`config.mk`:
```
export PLATFORM = sky130hd
export DESIGN_NAME = spi_master
export DESIGN_NICKNAME = d
export VERILOG_FILES = /design/src/rtl/spi_pkg.sv /design/src/rtl/spi_shifter.sv /design/src/rtl/spi_master.sv
export SDC_FILE = /design/constraint.sdc
export NUM_CORES = 1
export LEC_CHECK = 0
export CORE_MARGIN = 10
export CORE_UTILIZATION = 31
export CTS_CLUSTER_DIAMETER = 40
export DETAILED_ROUTE_END_ITERATION = 16
export DONT_BUFFER_PORTS = 1
export SLEW_MARGIN = 20
export SYNTH_ARGS = -nofsm -noshare
export SYNTH_HDL_FRONTEND = slang
export SYNTH_SLANG_ARGS = --single-unit
```
`constraint.sdc`:
```
create_clock -name clk -period 4 [get_ports clk]
set_input_delay 0.8 -clock clk [delete_from_list [all_inputs] [get_ports clk]]
set_output_delay 0.8 -clock clk [all_outputs]
set_load 0.02 [all_outputs]
```
`src/rtl/spi_pkg.sv`:
```
// Shared types and mode constants for the SPI mode-0 initiator.
package spi_pkg;

    typedef enum logic [2:0] {
        IDLE,
        SETUP,
        LEAD,
        TRAIL,
        HOLD,
        DONE
    } spi_state_e;

    // Mode is fixed: sclk idles low, data captured on the leading (rising) edge.
    localparam logic CPOL = 1'b0;
    localparam logic CPHA = 1'b0;

endpackage

```
`src/rtl/spi_shifter.sv`:
```
// Transmit/receive shift register pair: parallel load, MSB-first shift out, LSB-side shift in.
module spi_shifter #(
    parameter int WIDTH = 8
) (
    input  logic             clk,
    input  logic             rst_n,
    input  logic             load,
    input  logic             shift_out,
    input  logic             sample_in,
    input  logic             miso,
    input  logic [WIDTH-1:0] tx_data,
    output logic             tx_next_msb,
    output logic [WIDTH-1:0] rx_shift
);

    logic [WIDTH-1:0] tx_q, tx_d;
    logic [WIDTH-1:0] rx_q, rx_d;

    always_comb begin
        tx_d = tx_q;
        rx_d = rx_q;
        if (load) begin
            tx_d = tx_data;
            rx_d = '0;
        end else begin
            if (shift_out) tx_d = {tx_q[WIDTH-2:0], 1'b0};
            if (sample_in) rx_d = {rx_q[WIDTH-2:0], miso};
        end
    end

    always_ff @(posedge clk or negedge rst_n) begin
        if (!rst_n) begin
            tx_q <= '0;
            rx_q <= '0;
        end else begin
            tx_q <= tx_d;
            rx_q <= rx_d;
        end
    end

    // Bit that becomes the MSB after the next shift; drives mosi on the falling sclk.
    assign tx_next_msb = tx_q[WIDTH-2];
    assign rx_shift    = rx_q;

endmodule

```
`src/rtl/spi_master.sv`:
```
// SPI mode-0 initiator: FSM and sclk divider around a tx/rx shifter, all outputs registered.
module spi_master
    import spi_pkg::*;
#(
    parameter int WIDTH   = 8,
    parameter int CLK_DIV = 2
) (
    input  logic             clk,
    input  logic             rst_n,
    input  logic             start,
    input  logic [WIDTH-1:0] txData,
    output logic             ready,
    output logic             busy,
    output logic             done,
    output logic [WIDTH-1:0] rxData,
    output logic             sclk,
    output logic             mosi,
    input  logic             miso,
    output logic             cs_n
);

    localparam int DIV_W = (CLK_DIV > 1) ? $clog2(CLK_DIV) : 1;
    localparam int BIT_W = $clog2(WIDTH);

    spi_state_e       state_q, state_d;
    logic [DIV_W-1:0] div_q, div_d;
    logic [BIT_W-1:0] bit_q, bit_d;
    logic             sclk_q, sclk_d;
    logic             mosi_q, mosi_d;
    logic             cs_n_q, cs_n_d;
    logic             busy_q, busy_d;
    logic             done_q, done_d;
    logic             ready_q, ready_d;
    logic [WIDTH-1:0] rx_data_q, rx_data_d;

    logic             load, shift_out, sample_in, div_end, tx_next_msb;
    logic [WIDTH-1:0] rx_shift;

    spi_shifter #(.WIDTH(WIDTH)) u_shifter (
        .clk        (clk),
        .rst_n      (rst_n),
        .load       (load),
        .shift_out  (shift_out),
        .sample_in  (sample_in),
        .miso       (miso),
        .tx_data    (txData),
        .tx_next_msb(tx_next_msb),
        .rx_shift   (rx_shift)
    );

    assign div_end = (div_q == DIV_W'(CLK_DIV - 1));

    always_comb begin
        state_d   = state_q;
        div_d     = div_q;
        bit_d     = bit_q;
        sclk_d    = sclk_q;
        mosi_d    = mosi_q;
        cs_n_d    = cs_n_q;
        busy_d    = busy_q;
        done_d    = 1'b0;
        ready_d   = ready_q;
        rx_data_d = rx_data_q;
        load      = 1'b0;
        shift_out = 1'b0;
        sample_in = 1'b0;

        if (state_q inside {SETUP, LEAD, TRAIL, HOLD})
            div_d = div_end ? '0 : div_q + 1'b1;

        case (state_q)
            IDLE: begin
                mosi_d = 1'b0;
                if (start) begin
                    load    = 1'b1;
                    state_d = SETUP;
                    div_d   = '0;
                    bit_d   = '0;
                    cs_n_d  = 1'b0;
                    mosi_d  = txData[WIDTH-1];
                    busy_d  = 1'b1;
                    ready_d = 1'b0;
                end
            end
            SETUP, TRAIL: begin
                // miso is captured on the same edge that raises sclk
                if (div_end) begin
                    state_d   = LEAD;
                    sclk_d    = 1'b1;
                    sample_in = 1'b1;
                end
            end
            LEAD: begin
                if (div_end) begin
                    sclk_d = 1'b0;
                    if (bit_q == BIT_W'(WIDTH - 1)) begin
                        state_d = HOLD;
                    end else begin
                        shift_out = 1'b1;
                        bit_d     = bit_q + 1'b1;
                        mosi_d    = tx_next_msb;
                        state_d   = TRAIL;
                    end
                end
            end
            HOLD: begin
                if (div_end) begin
                    state_d   = DONE;
                    cs_n_d    = 1'b1;
                    done_d    = 1'b1;
                    rx_data_d = rx_shift;
                end
            end
            DONE: begin
                state_d = IDLE;
                div_d   = '0;
                busy_d  = 1'b0;
                ready_d = 1'b1;
                mosi_d  = 1'b0;
            end
            default: state_d = IDLE;
        endcase
    end

    always_ff @(posedge clk or negedge rst_n) begin
        if (!rst_n) begin
            state_q   <= IDLE;
            div_q     <= '0;
            bit_q     <= '0;
            sclk_q    <= CPOL;
            mosi_q    <= 1'b0;
            cs_n_q    <= 1'b1;
            busy_q    <= 1'b0;
            done_q    <= 1'b0;
            ready_q   <= 1'b1;
            rx_data_q <= '0;
        end else begin
            state_q   <= state_d;
            div_q     <= div_d;
            bit_q     <= bit_d;
            sclk_q    <= sclk_d;
            mosi_q    <= mosi_d;
            cs_n_q    <= cs_n_d;
            busy_q    <= busy_d;
            done_q    <= done_d;
            ready_q   <= ready_d;
            rx_data_q <= rx_data_d;
        end
    end

    assign ready  = ready_q;
    assign busy   = busy_q;
    assign done   = done_q;
    assign rxData = rx_data_q;
    assign sclk   = sclk_q;
    assign mosi   = mosi_q;
    assign cs_n   = cs_n_q;

endmodule
```
==> results of run 1 <==
## cells in the final DEF (no fill, tap or decap)
| cell | n |
|---|---|
| o31a_1 | 1 |
| nand2b_1 | 4 |
| inv_1 | 6 |
| clkbuf_8 | 5 |
| o31ai_1 | 1 |
| nor4b_1 | 1 |
| mux2_2 | 14 |
| o22a_1 | 1 |
| nor4bb_1 | 1 |
| o21a_1 | 1 |
| nand3b_1 | 1 |
| bufinv_16 | 1 |
| ha_1 | 2 |
| dfstp_2 | 2 |
| dfrtp_1 | 34 |
| nor3_1 | 1 |
| a22o_1 | 1 |
| and2_0 | 1 |
| nor2_1 | 13 |
| and3_1 | 1 |
| nand3_1 | 2 |
| clkinv_2 | 1 |
| nand2_1 | 6 |
| o21ai_0 | 5 |
| nor2b_1 | 1 |
| clkbuf_1 | 1 |
| o221a_2 | 1 |
| a22oi_1 | 1 |
| a21oi_1 | 5 |
| nor4b_4 | 1 |
| and3b_1 | 1 |
| mux2_1 | 7 |
| a21o_1 | 1 |
| mux2i_1 | 10 |
| or3_1 | 1 |
| o2bb2a_1 | 1 |
## stage by stage
step | utilization [%] | total power [mW] | setup WS, ps | cell area [um2] | hold WS, ps
final | 35.1 | 1.31 | 1820 | 1810 | 197
after detailed placement | 33.0 | 1.01 | 1650 | 1700 | 477
after global routing | 35.1 | 1.41 | 1600 | 1810 | 178
after global placement | 33.0 | 0.989 | 1740 | 1700 | 466
after floorplan | - | 0.945 | 1980 | 1660 | 450
after CTS | 35.1 | 1.33 | 1760 | 1810 | 188
## cell type report
class                      instances  area, um2  area share [%]
inverter                           6       22.5            1.25
multi-input combinational         87        684            37.9
tap                               70       87.6            4.85
clock buffer                       6       72.6            4.02
clock inverter                     2       35.0            1.94
sequential                        36        903            50.0
## Yosys cell counts (all sizes together)
cell type / n
o221a: 1
o2bb2a: 1
nand3: 2
nor4bb: 1
a21o: 1
nor3: 1
and3b: 1
nand2: 6
and2: 1
buf: 8
mux2: 21
mux2i: 10
o21ai: 5
a22o: 1
dfstp: 2
nand3b: 1
ha: 2
and3: 1
o21a: 1
dfrtp: 34
clkbuf: 1
inv: 6
nor2: 13
o31ai: 1
nand2b: 4
nor2b: 1
o31a: 1
or3: 1
a21oi: 5
o22a: 1
nor4b: 2
a22oi: 1
## sequential cells by signal, indices dropped and copies added (netlist names), 3 cells and up
register / cells
bit_q: 3
rxData: 8
state_q: 3
u_shifter.rx_shift: 8
u_shifter.tx_q: 7
## cell families after synthesis
| kind of cell | synth area share (%) |
|---|---|
| adders and majority gates | 1.51 |
| buffers and inverters | 4.44 |
| AOI/OAI and AO/OA | 7.68 |
| and+or+nand+nor | 11.7 |
| DFF | 54.4 |
| muxes | 20.3 |
## critical path: cells and delay by family, from the launching register on
family | cells | cell delay, ps
flip-flops | 1 | 540
multiplexers | 2 | 690
AND/OR/NAND/NOR | 1 | 820
## per-layer routing
layer	vias to the layer above	part of all wire, %	global-route usage [%]
met1	499	45	8.52
met4	0	1.6	3.47
met3	6	7.7	3.92
li1	475	-	-
met2	20	46	12.1
met5	-	0	0
## path summary, 6_finish.rpt
| path | from | end | slack, ps | depth (start not counted) |
|---|---|---|---|---|
| max reg2reg | state_q[2]$_DFFE_PN0P_ | u_shifter.tx_q[2]$_DFFE_PN0P_ | 1820 | 3 |
| min | rst_n | state_q[0]$_DFFE_PN0P_ | 200 | 0 |
| max in group asynchronous | rst_n | cs_n$_DFFE_PN1P_ | 3630 | 0 |
| min reg2reg | u_shifter.tx_q[1]$_DFFE_PN0P_ | u_shifter.tx_q[1]$_DFFE_PN0P_ | 490 | 1 |
| min in group clk | u_shifter.tx_q[1]$_DFFE_PN0P_ | u_shifter.tx_q[1]$_DFFE_PN0P_ | 490 | 1 |
| max | state_q[2]$_DFFE_PN0P_ | u_shifter.tx_q[2]$_DFFE_PN0P_ | 1820 | 3 |
## power by group through the flow
stage | clock network (mW) | registers [mW] | logic, mW
final | 0.315 | 0.623 | 0.373
after detailed placement | 0 | 0.633 | 0.381
after CTS | 0.325 | 0.626 | 0.383
after global routing | 0.339 | 0.645 | 0.430
after global placement | 0 | 0.625 | 0.364
after floorplan | 0 | 0.559 | 0.386
==> results.yml, run 1 <==
outcome:
  status: "finished, final reports clean"
global_routing:
  antenna_found_initial: 0
  grt_max_degree: 37
  grt_pass1_vias: 1082
  overflow: 0
  grt_usage_pct: 7.71
  grt_first_pass_wirelength_um: 5320
power:
  powerDensity_nw_per_um2: 726
  power_frac_comb_pct: 28.5
  swShare_pct: 34.0
  internal-power_mw: 0.866
  clockPowerShare_pct: 24.0
  seqPwrFrac_pct: 47.5
  p_leak_nw: 0.863
  max-vdd-ir-drop_mv: 0.380
  net-switching-power_mw: 0.445
setup_path:
  worstSetupPathType: "reg -> reg"
  max_stage_delay_ps: 820
  worst_setup_path_end_kind: "flop"
  critPathSlowestCell: "nor4b_4"
  cp.arrival_ps: 2350
  worst_ep_required_time_ps: 4170
  path_cells: "nor4b_4, mux2_2, mux2_1"
  startpoint_type: "flop"
  path_max_fanout: 15
clock_network:
  root_buffer: "clkbuf_8"
  htree_levels: 2
  cts_tree: "yes"
  cts.path.max_buffers: 2
  hold_buffers: 0
  clkLatencyLatePin_ps: 290
  cts_inserted_buffers: 5
  post-cts-setup-buffers: 0
  post_cts_resized: 0
  numClockSinks: 36
  clkTransAtPathRegs_ps: 70
timing:
  tns_ps: 0
  layout_min_cycle_time_ps: 2180
  worstMarginPinSlew_ps: 821
  finalCritPeriodShare_pct: 54.4
  timing.final.hold_violations: 0
  finClkSkew_ps: 6.55
  finalMaxSlewViolations: 0
  setup_viol: 0
  slew_headroom_pct: 45.1
  rsz0062_at_grt: "no"
  fmax_mhz: 459
logic_synthesis:
  yosysWarningCount: 0
  synth_cell_type_count: 37
  ys_ff_latch: 36
  synthCells: 138
  syn_area_um2: 1660
  synth.largest_area_cell: "dfrtp_1"
  synth.top_cell.area_share_pct: 51.2
  syn-num-nets: 152
  ys_top_cells_by_area: "dfrtp_1 51%, mux2_2 9.5%, mux2i_1 6.0%, mux2_1 4.7%, dfstp_2 3.2%"
  post_synth.cell_area_avg_um2: 12.0
  ys_seq_area_share_pct: 54.4
drt:
  drt.antenna.violating_nets: 0
  finalWirelength_um: 3090
  initialDrtViolationCount: 51
  wl_per_cell_um: 14.9
  drt_first_pass_iters: 4
  vias: 1000
  route.detailed.drc: 0
  via_per_inst: 4.83
floorplan:
  rows: 26
  die_x_um: 93.2
  io_pins: 26
  die_area_um2: 8690
  start_util_pct: 32.3
  coreArea_um2: 5140
  die_h_um: 93.2
place:
  port_buffers: 0
  dp_hpwl_um: 2230
  dp.cells: 199
  gp_congestion: 0.716
layout:
  drive_gt1_share_pct: 18.2
  instances_no_fill: 207
  synthToLayoutAreaGrowth_pct: 8.66
  nFillCells: 549
  fin_nets: 150
  antenna_cells: 0
hold_path:
  hold_path_class: "in -> async"
flow_run:
  maxCapViolations: 0
Note: power is estimated with default switching activity, not from simulation.
==> run 2, diff against run 1 <==
clock period = 1.8 ns   (was 4 ns; I/O delays follow)
==> run 2 against run 1 <==
Effect of this change:
- critical path depth rose by 1
- largest cell class unchanged
- die area did not move
- via count rose by 2.7%
- non-clock buffer count rose by 13
- setup slack got worse by 1700 ps
- power rose by 140%
- clock skew rose by 1.2 ps
- combinational power rose to 3.0 times the previous value
- cell area rose by 7.6%
- sequential power rose by 110%
- largest power group unchanged
- register-to-register slack got worse by 1700 ps
- wire length rose by 1.8%
==> results.yml, run 2 (synthesis gave the netlist of run 1 again) <==
outcome:
  status: "finished, final reports clean"
timing:
  finalCritPeriodShare_pct: 94.1
  slew_headroom_pct: 61.4
  finClkSkew_ps: 7.72
  worstMarginPinSlew_ps: 578
  layout_min_cycle_time_ps: 1690
  finalMaxSlewViolations: 0
  timing.final.hold_violations: 0
  rsz0062_at_grt: "no"
  setup_viol: 0
  tns_ps: 0
  fmax_mhz: 590
layout:
  nFillCells: 534
  synthToLayoutAreaGrowth_pct: 16.9
  antenna_cells: 0
  layout_commonest_cell: "dfrtp_1"
  mostFrequentLayoutCells: "34 x dfrtp_1, 14 x mux2_2, 13 x nor2_1"
  fin_nets: 163
  instances_no_fill: 220
  drive_gt1_share_pct: 26.0
power:
  internal-power_mw: 2.05
  swShare_pct: 33.5
  p_leak_nw: 0.936
  net-switching-power_mw: 1.03
  powerDensity_nw_per_um2: 1590
  seqPwrFrac_pct: 41.4
  max-vdd-ir-drop_mv: 0.678
  power_frac_comb_pct: 36.0
  clockPowerShare_pct: 22.6
setup_path:
  rrSetupSlack_ps: 110
  cp.arrival_ps: 1860
  worst_ep_required_time_ps: 1970
  worst_setup_path_end_kind: "flop"
  r2r_end: "u_shifter.tx_q[3]$_DFFE_PN0P_"
  rr_worst_depth: 4
  timing.rr.start: "state_q[2]$_DFFE_PN0P_"
  startpoint_type: "flop"
  path_max_fanout: 15
  worstSetupPathType: "reg -> reg"
clock_network:
  root_buffer: "clkbuf_8"
  numClockSinks: 36
  clkLatencyLatePin_ps: 280
  cts.path.max_buffers: 2
  htree_levels: 2
  clkTransAtPathRegs_ps: 80
  cts_tree: "yes"
  cts_inserted_buffers: 5
drt:
  wl_per_cell_um: 14.3
  vias: 1027
  drt_first_pass_iters: 3
  route.detailed.drc: 0
  via_per_inst: 4.67
  finalWirelength_um: 3150
  drt.antenna.violating_nets: 0
  initialDrtViolationCount: 58
global_routing:
  antenna_found_initial: 0
  grt_max_degree: 37
  grt_first_pass_wirelength_um: 5450
  grt_usage_pct: 7.77
  grt_pass1_vias: 1136
  overflow: 0
floorplan:
  coreArea_um2: 5140
  die_h_um: 93.2
  io_pins: 26
  rows: 26
  start_util_pct: 32.3
  die_x_um: 93.2
  die_area_um2: 8690
hold_path:
  min_from: "txData[0]"
  hold_depth: 2
  hold_path_class: "in -> reg"
  hold_path_end: "u_shifter.tx_q[0]$_DFFE_PN0P_"
place:
  port_buffers: 0
  dp.cells: 210
  dp_hpwl_um: 2250
  gp_congestion: 0.788
flow_run:
  maxCapViolations: 0
[run 2: cell type report]
type                       instances  area (um2)  area share, %
timing repair buffer              13         125           6.44
tap                               70        87.6           4.51
sequential                        36         903           46.5
clock inverter                     3        42.5           2.19
multi-input combinational         87         692           35.6
inverter                           6        22.5           1.16
clock buffer                       5        68.8           3.54
[run 2: worst max-delay path: stages (launching register included)]
cell	delay, ps
dfrtp_1	410
nor4b_4	270
buf_4	240
mux2_2	350
mux2_1	290
[run 2: what timing repair did]
| item | 4_1_cts | 5_1_grt |
|---|---|---|
| hold buffers | 2 | 0 |
| buffers inserted | 0 | 0 |
| gates resized for setup | 0 | 2 |
| hold endpoints to repair | 36 | 0 |
| endpoints found under the setup margin | 0 | 9 |
[run 2: worst max path at each step]
| stage | from | end | slack, ps | cells past startpoint |
|---|---|---|---|---|
| final | state_q[2]$_DFFE_PN0P_ | u_shifter.tx_q[3]$_DFFE_PN0P_ | 110 | 4 |
| after global routing | state_q[2]$_DFFE_PN0P_ | u_shifter.tx_q[3]$_DFFE_PN0P_ | 10 | 4 |
| after detailed placement | bit_q[0]$_DFFE_PN0P_ | u_shifter.tx_q[3]$_DFFE_PN0P_ | 20 | 5 |
| after floorplan | bit_q[0]$_DFFE_PN0P_ | u_shifter.tx_q[1]$_DFFE_PN0P_ | 30 | 6 |
| after CTS | bit_q[0]$_DFFE_PN0P_ | u_shifter.tx_q[3]$_DFFE_PN0P_ | 10 | 5 |
| after global placement | bit_q[0]$_DFFE_PN0P_ | u_shifter.tx_q[2]$_DFFE_PN0P_ | 60 | 5 |
[run 2: power groups by stage]
stage	clock [mW]	combinational, mW	sequential [mW]
4_1_cts	0.720	1.10	1.29
3_3_place_gp	0	1.04	1.29
6_report	0.695	1.11	1.28
2_1_floorplan	0	0.858	1.24
3_5_place_dp	0	1.07	1.30
5_1_grt	0.753	1.27	1.31
[run 2: metrics by stage]
step	hold WS [ps]	utilization, %	total power, mW	instance area, um2	setup slack [ps]
floorplan	64.4	-	2.10	1660	34.5
detailed placement	65.9	34.9	2.38	1790	19.2
global route	242	37.8	3.34	1940	12.4
global placement	66.4	34.9	2.33	1790	60.1
finish	230	37.8	3.08	1940	106
CTS	226	37.6	3.11	1930	10.8
[run 2: metal layers]
layer	GRT usage [%]	up-vias	routed length (um)
met1	8.23	503	1330
met2	12.6	19	1490
met4	2.31	0	18
met3	4.88	3	305
met5	0	-	0
li1	-	502	-
==> run 3, diff against run 2 <==
CORE_MARGIN = 4   (was 10)
==> run 3 against run 2 <==
Effect of this change:
- die area decreased by 24%
- utilization increased by 0.29 points
- non-clock buffer count unchanged
- power increased by 2.3%
- wire length decreased by 3.2%
- clock power increased by 8.9%
- sequential share of layout area decreased by 0.36 points
- clock-buffer cell count increased by 2
- first-iteration DRC count increased by 1.7%
- clock skew decreased by 1.8 ps
- critical path type unchanged
- critical endpoint is now u_shifter.tx_q[4]$_DFFE_PN0P_
==> results.yml, run 3 (synthesis gave the netlist of run 1 again) <==
outcome:
  status: "finished, final reports clean"
setup_path:
  worst_ep_required_time_ps: 1960
  crit_start: "state_q[2]$_DFFE_PN0P_"
  path_max_fanout: 15
  max_stage_delay_ps: 410
  worst_setup_path_end_kind: "flop"
  worstSetupPathType: "reg -> reg"
  startpoint_type: "flop"
  cp.arrival_ps: 1850
  critPathSlowestCell: "dfrtp_1"
  path_delay_family: "multiplexers"
  path_cells: "nor4b_4, buf_4, mux2_2, mux2_1"
  cp_num_buf_inv: 1
  timing.rr.start: "state_q[2]$_DFFE_PN0P_"
power:
  powerDensity_nw_per_um2: 1610
  max-vdd-ir-drop_mv: 0.680
  power_mw: 3.15
  p_leak_nw: 0.946
drt:
  route.detailed.drc: 0
  via_per_inst: 4.60
  wl_per_cell_um: 13.9
  initialDrtViolationCount: 59
  finalWirelength_um: 3050
  vias: 1011
  drt.antenna.violating_nets: 0
  drt_first_pass_iters: 4
timing:
  finClkSkew_ps: 5.95
  tns_ps: 0
  worstMarginPinSlew_ps: 558
  finalMaxSlewViolations: 0
  slew_headroom_pct: 62.7
  layout_min_cycle_time_ps: 1680
  finalCritPeriodShare_pct: 93.6
  timing.final.hold_violations: 0
  rsz0062_at_grt: "no"
  setup_viol: 0
  fmax_mhz: 594
  worst_slack_ps: 115
global_routing:
  grt_usage_pct: 11.0
  antenna_found_initial: 0
  overflow: 0
  grt_max_degree: 37
  grt_first_pass_wirelength_um: 5430
  grt_pass1_vias: 1123
hold_path:
  hold_path_class: "in -> reg"
  min_from: "miso"
place:
  dp.cells: 210
  dp_hpwl_um: 2160
  place_ws_ps: 14.5
  gp_congestion: 0.749
  port_buffers: 0
clock_network:
  root_buffer: "clkbuf_8"
  clkTransAtPathRegs_ps: 70
  cts_tree: "yes"
  cts_inserted_buffers: 5
  cts.path.max_buffers: 2
  numClockSinks: 36
  clkLatencyLatePin_ps: 280
  htree_levels: 2
layout:
  fin_nets: 163
  drive_gt1_share_pct: 26.0
  nFillCells: 541
  fin_util_pct: 38.1
  mostFrequentLayoutCells: "34 x dfrtp_1, 14 x mux2_2, 13 x nor2_1"
  layout_commonest_cell: "dfrtp_1"
  synthToLayoutAreaGrowth_pct: 17.8
  instances_no_fill: 220
  antenna_cells: 0
floorplan:
  die_h_um: 81.2
  die_x_um: 81.2
  start_util_pct: 32.3
  rows: 26
  io_pins: 26
  die_area_um2: 6600
  coreArea_um2: 5140
flow_run:
  maxCapViolations: 0
[run 3: changes by cell type in the layout (fill, tap and decap cells not counted)]
cell / previous run / this run
clkbuf_8: 5 / 7
clkinv_2: 1 / 0
clkinvlp_4: 1 / 0
[run 3: per-stage QoR]
stage	hold WS [ps]	instance area (um2)
after floorplan	64.4	1660
after global placement	65.2	1790
after detailed placement	65.0	1790
after CTS	228	1950
after global routing	235	1960
final	242	1960
[run 3: power by group]
| part | internal, mW | switching [mW] |
|---|---|---|
| Clock | 0.488 | 0.268 |
| Combinational | 0.576 | 0.541 |
| Sequential | 1.07 | 0.214 |
| Total | 2.13 | 1.02 |
[run 3: repair_timing]
action                                  in CTS  in global routing
setup buffers                                0                  0
resized for setup                            1                  1
hold buffers                                 2                  0
endpoints found under the hold margin       36                  0
endpoints found under the setup margin       2                  4
[run 3: path summary, 6_finish.rpt]
check / end / slack (ps) / cells after the start
setup / recovery: u_shifter.tx_q[4]$_DFFE_PN0P_ / 120 / 4
hold / removal: u_shifter.rx_shift[0]$_DFFE_PN0P_ / 240 / 2
setup reg to reg: u_shifter.tx_q[4]$_DFFE_PN0P_ / 120 / 4
hold reg to reg: u_shifter.tx_q[1]$_DFFE_PN0P_ / 480 / 1
max in group asynchronous: ready$_DFFE_PN1P_ / 990 / 2
min in group asynchronous: div_end$_DFF_PN0_ / 560 / 2
[run 3: cell type report]
class,instances,area [um2],share of cell area (%)
clock buffer,7,96.3,4.92
clock inverter,1,30.0,1.53
inverter,6,22.5,1.15
multi-input combinational,87,692,35.4
sequential,36,903,46.2
tap,70,87.6,4.48
timing repair buffer,13,125,6.39
[run 3: per-layer routing]
layer	GRT usage, %	share of wire, %	up-vias
li1	-	-	497
met1	13.0	44	493
met2	17.7	48	17
met4	4.05	1.4	0
met5	0	0	-
met3	4.99	6.4	4
[run 3: worst register-to-register path, delay by kind of cell, from the launching register on]
family	cells	cell delay, ps
simple gates	1	270
buf+inv	1	240
flops	1	410
mux	2	650
